[src/rtl/vector_lane_sequencer.sv]
// vector_lane_sequencer: captures one packed vector of signed lanes, streams
// them one per cycle over valid/ready, and reports the signed lane sum.
module vector_lane_sequencer #(
  parameter int unsigned NB_DATA       = 8,
  parameter int unsigned N_LENGTH_DATA = 8,
  parameter int unsigned ORDER         = 0
) (
  input  logic                   clock,
  input  logic                   i_rst_n,
  input  logic [8*NB_DATA-1:0]   i_data,
  input  logic                   i_valid,
  output logic                   o_ready,
  input  logic                   i_clear,
  output logic [NB_DATA-1:0]     o_data,
  output logic                   o_valid,
  input  logic                   i_ready,
  output logic                   o_last,
  output logic [NB_DATA+2:0]     o_sum,
  output logic                   o_sum_valid
);

  localparam int unsigned SUM_W = NB_DATA + 3;
  localparam int unsigned EXT_W = SUM_W - NB_DATA;
  localparam int unsigned CNT_W = 3;
  localparam logic [CNT_W-1:0] LAST_CNT = CNT_W'(N_LENGTH_DATA - 1);
  localparam bit ODD_LEN = ((N_LENGTH_DATA % 2) == 1);

  typedef enum logic [1:0] {
    IDLE   = 2'd0,
    STREAM = 2'd1,
    SUM    = 2'd2
  } state_e;

  state_e               state_q;
  logic [CNT_W-1:0]     cnt_q;
  logic [SUM_W-1:0]     acc_q;
  logic [SUM_W-1:0]     acc_d;
  logic [NB_DATA-1:0]   bank_q [N_LENGTH_DATA];
  logic [NB_DATA-1:0]   sel_c  [N_LENGTH_DATA];
  logic                 ready_q;
  logic                 valid_q;
  logic                 last_q;
  logic [NB_DATA-1:0]   data_q;
  logic [SUM_W-1:0]     sum_q;
  logic                 sum_valid_q;

  // Stream position to bank slot, honouring the configured order
  function automatic logic [CNT_W-1:0] lane_idx(input logic [CNT_W-1:0] c);
    if (ORDER == 1) return LAST_CNT - c;
    return c;
  endfunction

  // Lane selection at capture: odd lengths take their final lane from input lane 7
  always_comb begin
    for (int unsigned k = 0; k < N_LENGTH_DATA; k++) begin
      sel_c[k] = i_data[k*NB_DATA +: NB_DATA];
      if (ODD_LEN && (k == N_LENGTH_DATA - 1)) begin
        sel_c[k] = i_data[7*NB_DATA +: NB_DATA];
      end
    end
  end

  // Running sum including the lane currently on o_data
  assign acc_d = acc_q + {{EXT_W{data_q[NB_DATA-1]}}, data_q};

  // Sequencer FSM with all outputs registered
  always_ff @(posedge clock or negedge i_rst_n) begin
    if (!i_rst_n) begin
      state_q     <= IDLE;
      cnt_q       <= '0;
      acc_q       <= '0;
      ready_q     <= 1'b1;
      valid_q     <= 1'b0;
      last_q      <= 1'b0;
      data_q      <= '0;
      sum_q       <= '0;
      sum_valid_q <= 1'b0;
      for (int unsigned k = 0; k < N_LENGTH_DATA; k++) begin
        bank_q[k] <= '0;
      end
    end else if (i_clear) begin
      state_q     <= IDLE;
      cnt_q       <= '0;
      acc_q       <= '0;
      ready_q     <= 1'b1;
      valid_q     <= 1'b0;
      last_q      <= 1'b0;
      sum_valid_q <= 1'b0;
    end else begin
      sum_valid_q <= 1'b0;
      case (state_q)
        IDLE: begin
          if (i_valid) begin
            for (int unsigned k = 0; k < N_LENGTH_DATA; k++) begin
              bank_q[k] <= sel_c[k];
            end
            cnt_q   <= '0;
            acc_q   <= '0;
            data_q  <= sel_c[lane_idx('0)];
            valid_q <= 1'b1;
            last_q  <= (LAST_CNT == '0);
            ready_q <= 1'b0;
            state_q <= STREAM;
          end
        end
        STREAM: begin
          if (i_ready) begin
            acc_q <= acc_d;
            cnt_q <= cnt_q + CNT_W'(1);
            if (cnt_q == LAST_CNT) begin
              valid_q     <= 1'b0;
              last_q      <= 1'b0;
              sum_q       <= acc_d;
              sum_valid_q <= 1'b1;
              state_q     <= SUM;
            end else begin
              data_q <= bank_q[lane_idx(cnt_q + CNT_W'(1))];
              last_q <= ((cnt_q + CNT_W'(1)) == LAST_CNT);
            end
          end
        end
        SUM: begin
          ready_q <= 1'b1;
          state_q <= IDLE;
        end
        default: begin
          ready_q <= 1'b1;
          valid_q <= 1'b0;
          last_q  <= 1'b0;
          state_q <= IDLE;
        end
      endcase
    end
  end

  assign o_ready     = ready_q;
  assign o_valid     = valid_q;
  assign o_last      = last_q;
  assign o_data      = data_q;
  assign o_sum       = sum_q;
  assign o_sum_valid = sum_valid_q;

endmodule
[config.mk]
export PLATFORM = sky130hd
export DESIGN_NAME = vector_lane_sequencer
export DESIGN_NICKNAME = d
export VERILOG_FILES = /design/src/rtl/vector_lane_sequencer.sv
export SDC_FILE = /design/constraint.sdc
export NUM_CORES = 1
export LEC_CHECK = 0
export CORE_MARGIN = 2
export CORE_UTILIZATION = 50
export CTS_BUF_LIST = sky130_fd_sc_hd__clkbuf_16
export CTS_CLUSTER_SIZE = 30
export DETAILED_ROUTE_END_ITERATION = 8
export GPL_ROUTABILITY_DRIVEN = 0
export GPL_TIMING_DRIVEN = 0
export PLACE_DENSITY_LB_ADDON = 0.2
export SLEW_MARGIN = 20
export SYNTH_ARGS = -nofsm -noshare
export SYNTH_HDL_FRONTEND = slang
export SYNTH_SLANG_ARGS = --single-unit
export TNS_END_PERCENT = 100
[constraint.sdc]
create_clock -name clock -period 5.6 [get_ports clock]
set_input_delay 0.84 -clock clock [delete_from_list [all_inputs] [get_ports clock]]
set_output_delay 0.84 -clock clock [all_outputs]
set_load 0.01 [all_outputs]
==> results of run 1 <==
## worst max-delay path by stage
stage               startpoint          to  cells after the start
CTS                   cnt_q[0]   o_data[1]                     11
global placement       i_rst_n  bank_q[17]                      1
finish                cnt_q[0]   o_data[4]                     11
floorplan            o_data[0]   acc_q[10]                      7
detailed placement     i_clear    o_sum[6]                      6
global route          cnt_q[0]   o_data[1]                     11
## metal layers
layer | share of wire [%] | vias to the layer above
met4 | 1.5 | 0
li1 | - | 1673
met3 | 5.4 | 17
met1 | 41 | 1797
met5 | 0 | -
met2 | 52 | 101
## cell families after synthesis
| family | Yosys count | share of synthesized area [%] |
|---|---|---|
| adders and majority gates | 14 | 3.619 |
| muxes | 92 | 23.85 |
| buffers and inverters | 28 | 2.578 |
| DFF | 103 | 51.09 |
| xor gates and xnor gates | 6 | 1.041 |
| AOI/OAI and AO/OA | 79 | 10.16 |
| and+or+nand+nor | 81 | 7.660 |
## cell usage in the layout, fill, tap and decap left out, drive strengths merged, types with 2 or more instances in the layout
master / synthesis / layout
a211oi: 4 / 4
a21o: 7 / 7
a21oi: 11 / 11
a221oi: 2 / 2
a22o: 7 / 7
and4: 2 / 2
buf: 13 / 15
clkbuf: 9 / 18
clkdlybuf4s50: 0 / 89
clkinv: 0 / 2
dfrtp: 102 / 102
ha: 13 / 13
inv: 6 / 10
mux2: 66 / 66
mux2i: 10 / 10
mux4: 16 / 16
nand2: 44 / 44
nand2b: 5 / 5
nand3: 5 / 5
nor2: 11 / 11
nor2b: 2 / 2
nor3: 2 / 2
nor3b: 2 / 2
o211ai: 2 / 2
o21ai: 33 / 33
o21bai: 2 / 2
o22ai: 2 / 2
or4: 2 / 2
xnor2: 5 / 5
## area by class of cell
class                      count  area, µm²  share of cell area (%)
clock inverter                 7      67.56                   1.050
timing repair buffer          91      929.6                   14.44
buffer                        22      107.6                   1.672
multi-input combinational    272       2338                   36.33
tap                          133      166.4                   2.586
inverter                       6      22.52                  0.3499
sequential                   103       2579                   40.07
clock buffer                   9      225.2                   3.499
## power breakdown
group          internal, µW  switching (µW)
combinational           274             229
sequential              869            78.1
clock                   313             301
## state kept, by name (all words and copies together) (netlist names)
register     cells
acc_q           11
bank_q          64
cnt_q            3
o_data           8
o_last           1
o_ready          1
o_sum           11
o_sum_valid      1
o_valid          1
state_q          2
## per-stage QoR
step	total power (µW)	setup slack (ns)	cells	setup TNS [ns]	hold slack, ns
4_1_cts	2076	2.989	643	0	0.4646
6_report	2063	3.041	643	0	0.4577
3_3_place_gp	1437	-0.1771	626	-17.37	0.4512
2_1_floorplan	1263	3.429	403	0	0.4524
3_5_place_dp	1465	2.751	627	0	0.4535
5_1_grt	2170	2.853	643	0	0.4967
## worst register-to-register path, delay by kind of cell (launching register included)
kind / cells / cell delay (ns)
muxes: 2 / 0.53
adders and majority gates: 1 / 0.27
buffers and inverters: 5 / 1.06
DFF: 1 / 0.36
and+or+nand+nor: 1 / 0.06
AOI/OAI and AO/OA: 2 / 0.18
==> flow_summary_export.csv, run 1 <==
group,metric,value,unit
grt,grt_max_degree,59,
sta,skew,0.01285,ns
cts,cts_tree,"built",
yosys,async_flop_share,100.0,%
cts,postCtsSetupBuffers,0,
sta,finalMaxSlewViolations,0,
hold_path,holdCritPathClass,"input pin to asynchronous set/reset pin",
yosys,ys.flop_type,"dfrtp_1",
yosys,yosysMostFrequentCell,"dfrtp_1",
floorplan,row_count,36,
layout,fin_area,6436,µm²
worst_setup_path,crit_required,5.82,ns
cts,ctsResizeCount,0,
worst_setup_path,crit_path_start_kind,"register",
floorplan,ios,92,
layout,drive_above_1_share,17.45,%
cts,clk_latency,0.35,ns
layout,diodes,0,
worst_setup_path,crit_fanout,10,
sta,rsz0062_at_grt,"false",
layout,syn_to_final_growth,27.52,%
grt,grt_use_met3,5.514,%
route,firstDrtPassIters,4,
sta,period_minus_slack,2.559,ns
yosys,synth_top_cell_area_share,50.57,%
yosys,syn_inst,403,
status,outcome,"finished, final reports clean",
power,ir_drop,0.2039,mV
route,vias,3588,
route,drtIter0Drc,114,
yosys,synth_nets,486,
sta,max-slew-margin-rel,52.89,%
route,viasPerCell,5.580,
worst_setup_path,r2r-end,"o_data[4]",
worst_setup_path,rr_worst_depth,11,
cts,hold_buffers,0,
layout,fin_util,65.85,%
floorplan,die_x,104.5,µm
floorplan,coreArea,9774,µm²
route,drc,0,
grt,grt_antenna_before_repair,0,
sta,tightest_slew,0.7066,ns
route,routedWlPerCell,17.48,µm
yosys,ys_ff_latch,103,
floorplan,design.die.area,10910,µm²
sta,finalHoldViolations,0,
layout,nFillCells,743,
worst_setup_path,end_kind,"register",
worst_setup_path,arrival,2.78,ns
sta,max_clock_freq,0.3908,GHz
yosys,ys_seq_area_share,51.09,%
cts,htreeDepth,3,
worst_setup_path,slowest_stage,"mux4_2",
cts,numCtsBuffers,9,
worst_setup_path,worst-path-buf-inv,5,
worst_setup_path,reg2reg_slack,3.04,ns
yosys,synth_area_leaders,"dfrtp_1 51%, mux2_2 7.6%, mux2_1 7.1%",
layout,finalNetCount,588,
yosys,ys_warn_count,0,
yosys,yosys.area.top_type,"dfrtp_1",
power,leakage,0.002772,µW
yosys,syn_area_per_cell,12.52,µm²
grt,use_met1,25.62,%
cts,clockBufferDepth,2,
yosys,synth.cell_area,5047,µm²
cts,clkSinkCount,103,
sta,setup_viol,0,
worst_setup_path,worstPathCellList,"buf_4 -> buf_6 -> inv_1 -> ha_1 -> buf_2 -> buf_2 -> mux4_2 -> mux2i_1 -> nand2_1 -> o21ai_1 -> o21ai_1",
floorplan,die_h,104.5,µm
cts,clk_pin_slew,0.07,ns
grt,grt_pass1_vias,3837,
floorplan,initial_core_util,51.64,%
grt,top_usage_layer,"met2",
grt,grt_use_total,21.78,%
route,routed_wl,11240,µm
power,power.density,320.6,nW/µm²
worst_setup_path,cp_slowest_stage_delay,0.38,ns
placed_design,placed_area,6143,µm²
yosys,synth_edf_count,0,
route,ant_nets,0,
grt,overflow,0,
cts,root_buffer,"clkbuf_16",
placed_design,hpwl,8423,µm
worst_setup_path,crit_family,"buffers and inverters",
worst_setup_path,r2r-start,"cnt_q[0]",
yosys,synth.distinct_cells,54,
sta,finalCritPeriodShare,45.70,%
grt,grt_use_met2,38.98,%
yosys,synth_common_cells,"102 x dfrtp_1, 44 x nand2_1, 34 x mux2_2",
placed_design,portBuffers,90,
grt,grt_pass1_wl,18820,µm
run,cap_violations,0,
worst_setup_path,crit_type,"register to register",
Note: power is estimated with default switching activity, not from simulation.
==> run 2, diff against run 1 <==
--- a/config.mk
+++ b/config.mk
@@ -6,7 +6,7 @@
 export NUM_CORES = 1
 export LEC_CHECK = 0
 export CORE_MARGIN = 2
-export CORE_UTILIZATION = 50
+export CORE_UTILIZATION = 48
 export CTS_BUF_LIST = sky130_fd_sc_hd__clkbuf_16
 export CTS_CLUSTER_SIZE = 30
 export DETAILED_ROUTE_END_ITERATION = 8
==> constraint.sdc (replaced) <==
create_clock -name clock -period 2.3 [get_ports clock]
set_input_delay 0.345 -clock clock [delete_from_list [all_inputs] [get_ports clock]]
set_output_delay 0.345 -clock clock [all_outputs]
set_load 0.01 [all_outputs]
==> flow_summary_export.csv, run 2 (synthesis gave the netlist of run 1 again) <==
group,metric,value,unit
sta,skew,0.008512,ns
cts,clk_pin_slew,0.07,ns
route,firstDrtPassIters,5,
placed_design,hpwl,8240,µm
layout,drive_above_1_share,18.52,%
route,viasPerCell,5.561,
worst_setup_path,crit_required,2.54,ns
power,leakage,0.002811,µW
layout,largest_reg_flops,64,
power,total_power,5077,µW
cts,numCtsBuffers,9,
route,drc,0,
sta,period_minus_slack,2.184,ns
sta,finalSetupTns,0,ns
power,power_switching,1502,µW
layout,diodes,0,
sta,finalCritPeriodShare,94.94,%
layout,multi_input_area,2346,µm²
cts,clockBufferDepth,2,
floorplan,design.die.area,11350,µm²
sta,rsz0062_at_grt,"false",
sta,finalMaxSlewViolations,0,
cts,root_buffer,"clkbuf_16",
layout,finalNetCount,591,
layout,final_common_cell,"dfrtp_1",
placed_design,portBuffers,90,
worst_setup_path,crit_family,"compound AO/OA/AOI/OAI gates",
worst_setup_path,crit_fanout,4,
placed_design,placed_area,6147,µm²
sta,max_clock_freq,0.4580,GHz
worst_setup_path,arrival,2.43,ns
power,combPwrFrac,24.5,%
hold_path,holdCritPathClass,"input pin to asynchronous set/reset pin",
route,ant_nets,0,
grt,grt_pass1_vias,3776,
power,ir_drop,0.4151,mV
layout,fin_util,63.45,%
sta,hold_slack,0.4118,ns
floorplan,initial_core_util,49.11,%
status,outcome,"finished, final reports clean",
worst_setup_path,worstPathCellList,"ha_1 -> fa_2 -> a211oi_2 -> o21bai_1 -> a21bo_2 -> a41o_1 -> a21o_1",
grt,grt_max_degree,81,
layout,syn_to_final_growth,29.20,%
grt,overflow,0,
layout,regMostFlops,"bank_q",
worst_setup_path,end_kind,"register",
power,p_seq_share,45.3,%
cts,htreeDepth,3,
floorplan,die_x,106.5,µm
route,routedWlPerCell,17.28,µm
layout,nFillCells,833,
power,p_int,3575,µW
cts,cts_tree,"built",
worst_setup_path,slowest_stage,"dfrtp_1",
worst_setup_path,crit_type,"register to register",
power,switching_share,29.59,%
worst_setup_path,crit_path_start_kind,"register",
power,power.density,778.6,nW/µm²
floorplan,coreArea,10280,µm²
sta,max-slew-margin-rel,60.14,%
sta,tightest_slew,0.5956,ns
power,p_clk_share,30.2,%
floorplan,ios,92,
cts,clkSinkCount,103,
route,vias,3609,
grt,grt_use_total,21.36,%
route,routed_wl,11220,µm
grt,grt_pass1_wl,18750,µm
layout,layout_common_cells,"102 x dfrtp_1, 89 x clkdlybuf4s50_1, 44 x nand2_1, 34 x mux2_2, 32 x mux2_1",
sta,finalHoldViolations,0,
floorplan,die_h,106.5,µm
run,cap_violations,0,
layout,seqCellArea,2579,µm²
route,drtIter0Drc,107,
floorplan,row_count,37,
grt,grt_antenna_before_repair,0,
worst_setup_path,cp_slowest_stage_delay,0.42,ns
worst_setup_path,worst-path-buf-inv,0,
sta,setup_viol,0,
cts,clk_latency,0.35,ns
layout,fin_area,6521,µm²
run 2: cell types whose count changed in the layout (fill, tap and decap cells not counted), sizes merged:
cell         delta
inv             +1
buf             +3
dlygate4sd3     +1
clkbuf          -1
clkinvlp        -1
run 2: power by group through the flow:
stage                     combinational (µW)  sequential [µW]  clock [µW]
after floorplan                          788             2290           0
after global placement                  1180             2320           0
after detailed placement                1230             2340           0
after CTS                               1240             2300        1570
after global routing                    1360             2340        1650
final                                   1240             2300        1530
run 2: worst paths after layout:
kind,from,depth (start not counted),slack [ns],endpoint
worst max-delay path,o_data[0],7,0.12,acc_q[10]
min in group clock,i_ready,3,0.44,state_q[0]
max in group asynchronous,i_rst_n,3,1.24,bank_q[0]
worst max register to register,o_data[0],7,0.12,acc_q[10]
worst min register to register,o_ready,2,0.46,o_ready
worst min-delay path,i_rst_n,2,0.41,o_sum[1]
run 2: area by class of cell:
type	instances	area share (%)
sequential	103	39.54
timing repair buffer	95	14.75
inverter	6	0.3454
clock buffer	9	3.454
tap	136	2.609
buffer	21	2.187
multi-input combinational	272	35.97
clock inverter	7	1.132
run 2: layer usage:
layer / vias to the layer above / track usage, % / share of wire, %
met2: 68 / 37.45 / 52
met4: 0 / 6.494 / 1.4
met3: 11 / 4.598 / 4.2
li1: 1691 / - / -
met5: - / 0 / 0
met1: 1839 / 26.53 / 43
run 2: repair_timing:
| item | 4_1_cts | 5_1_grt |
|---|---|---|
| pin swaps | 0 | 1 |
| buffers inserted | 0 | 3 |
| hold endpoints to repair | 22 | 0 |
| setup endpoints to repair | 9 | 11 |
| gates resized for setup | 8 | 6 |
| hold buffers | 1 | 0 |
run 2: through the flow:
stage	worst slack, ns	instances
final	0.1164	649
after global routing	0.01049	649
after CTS	0.006325	647
after detailed placement	-0.2969	630
after global placement	-2.945	629
after floorplan	0.1295	403
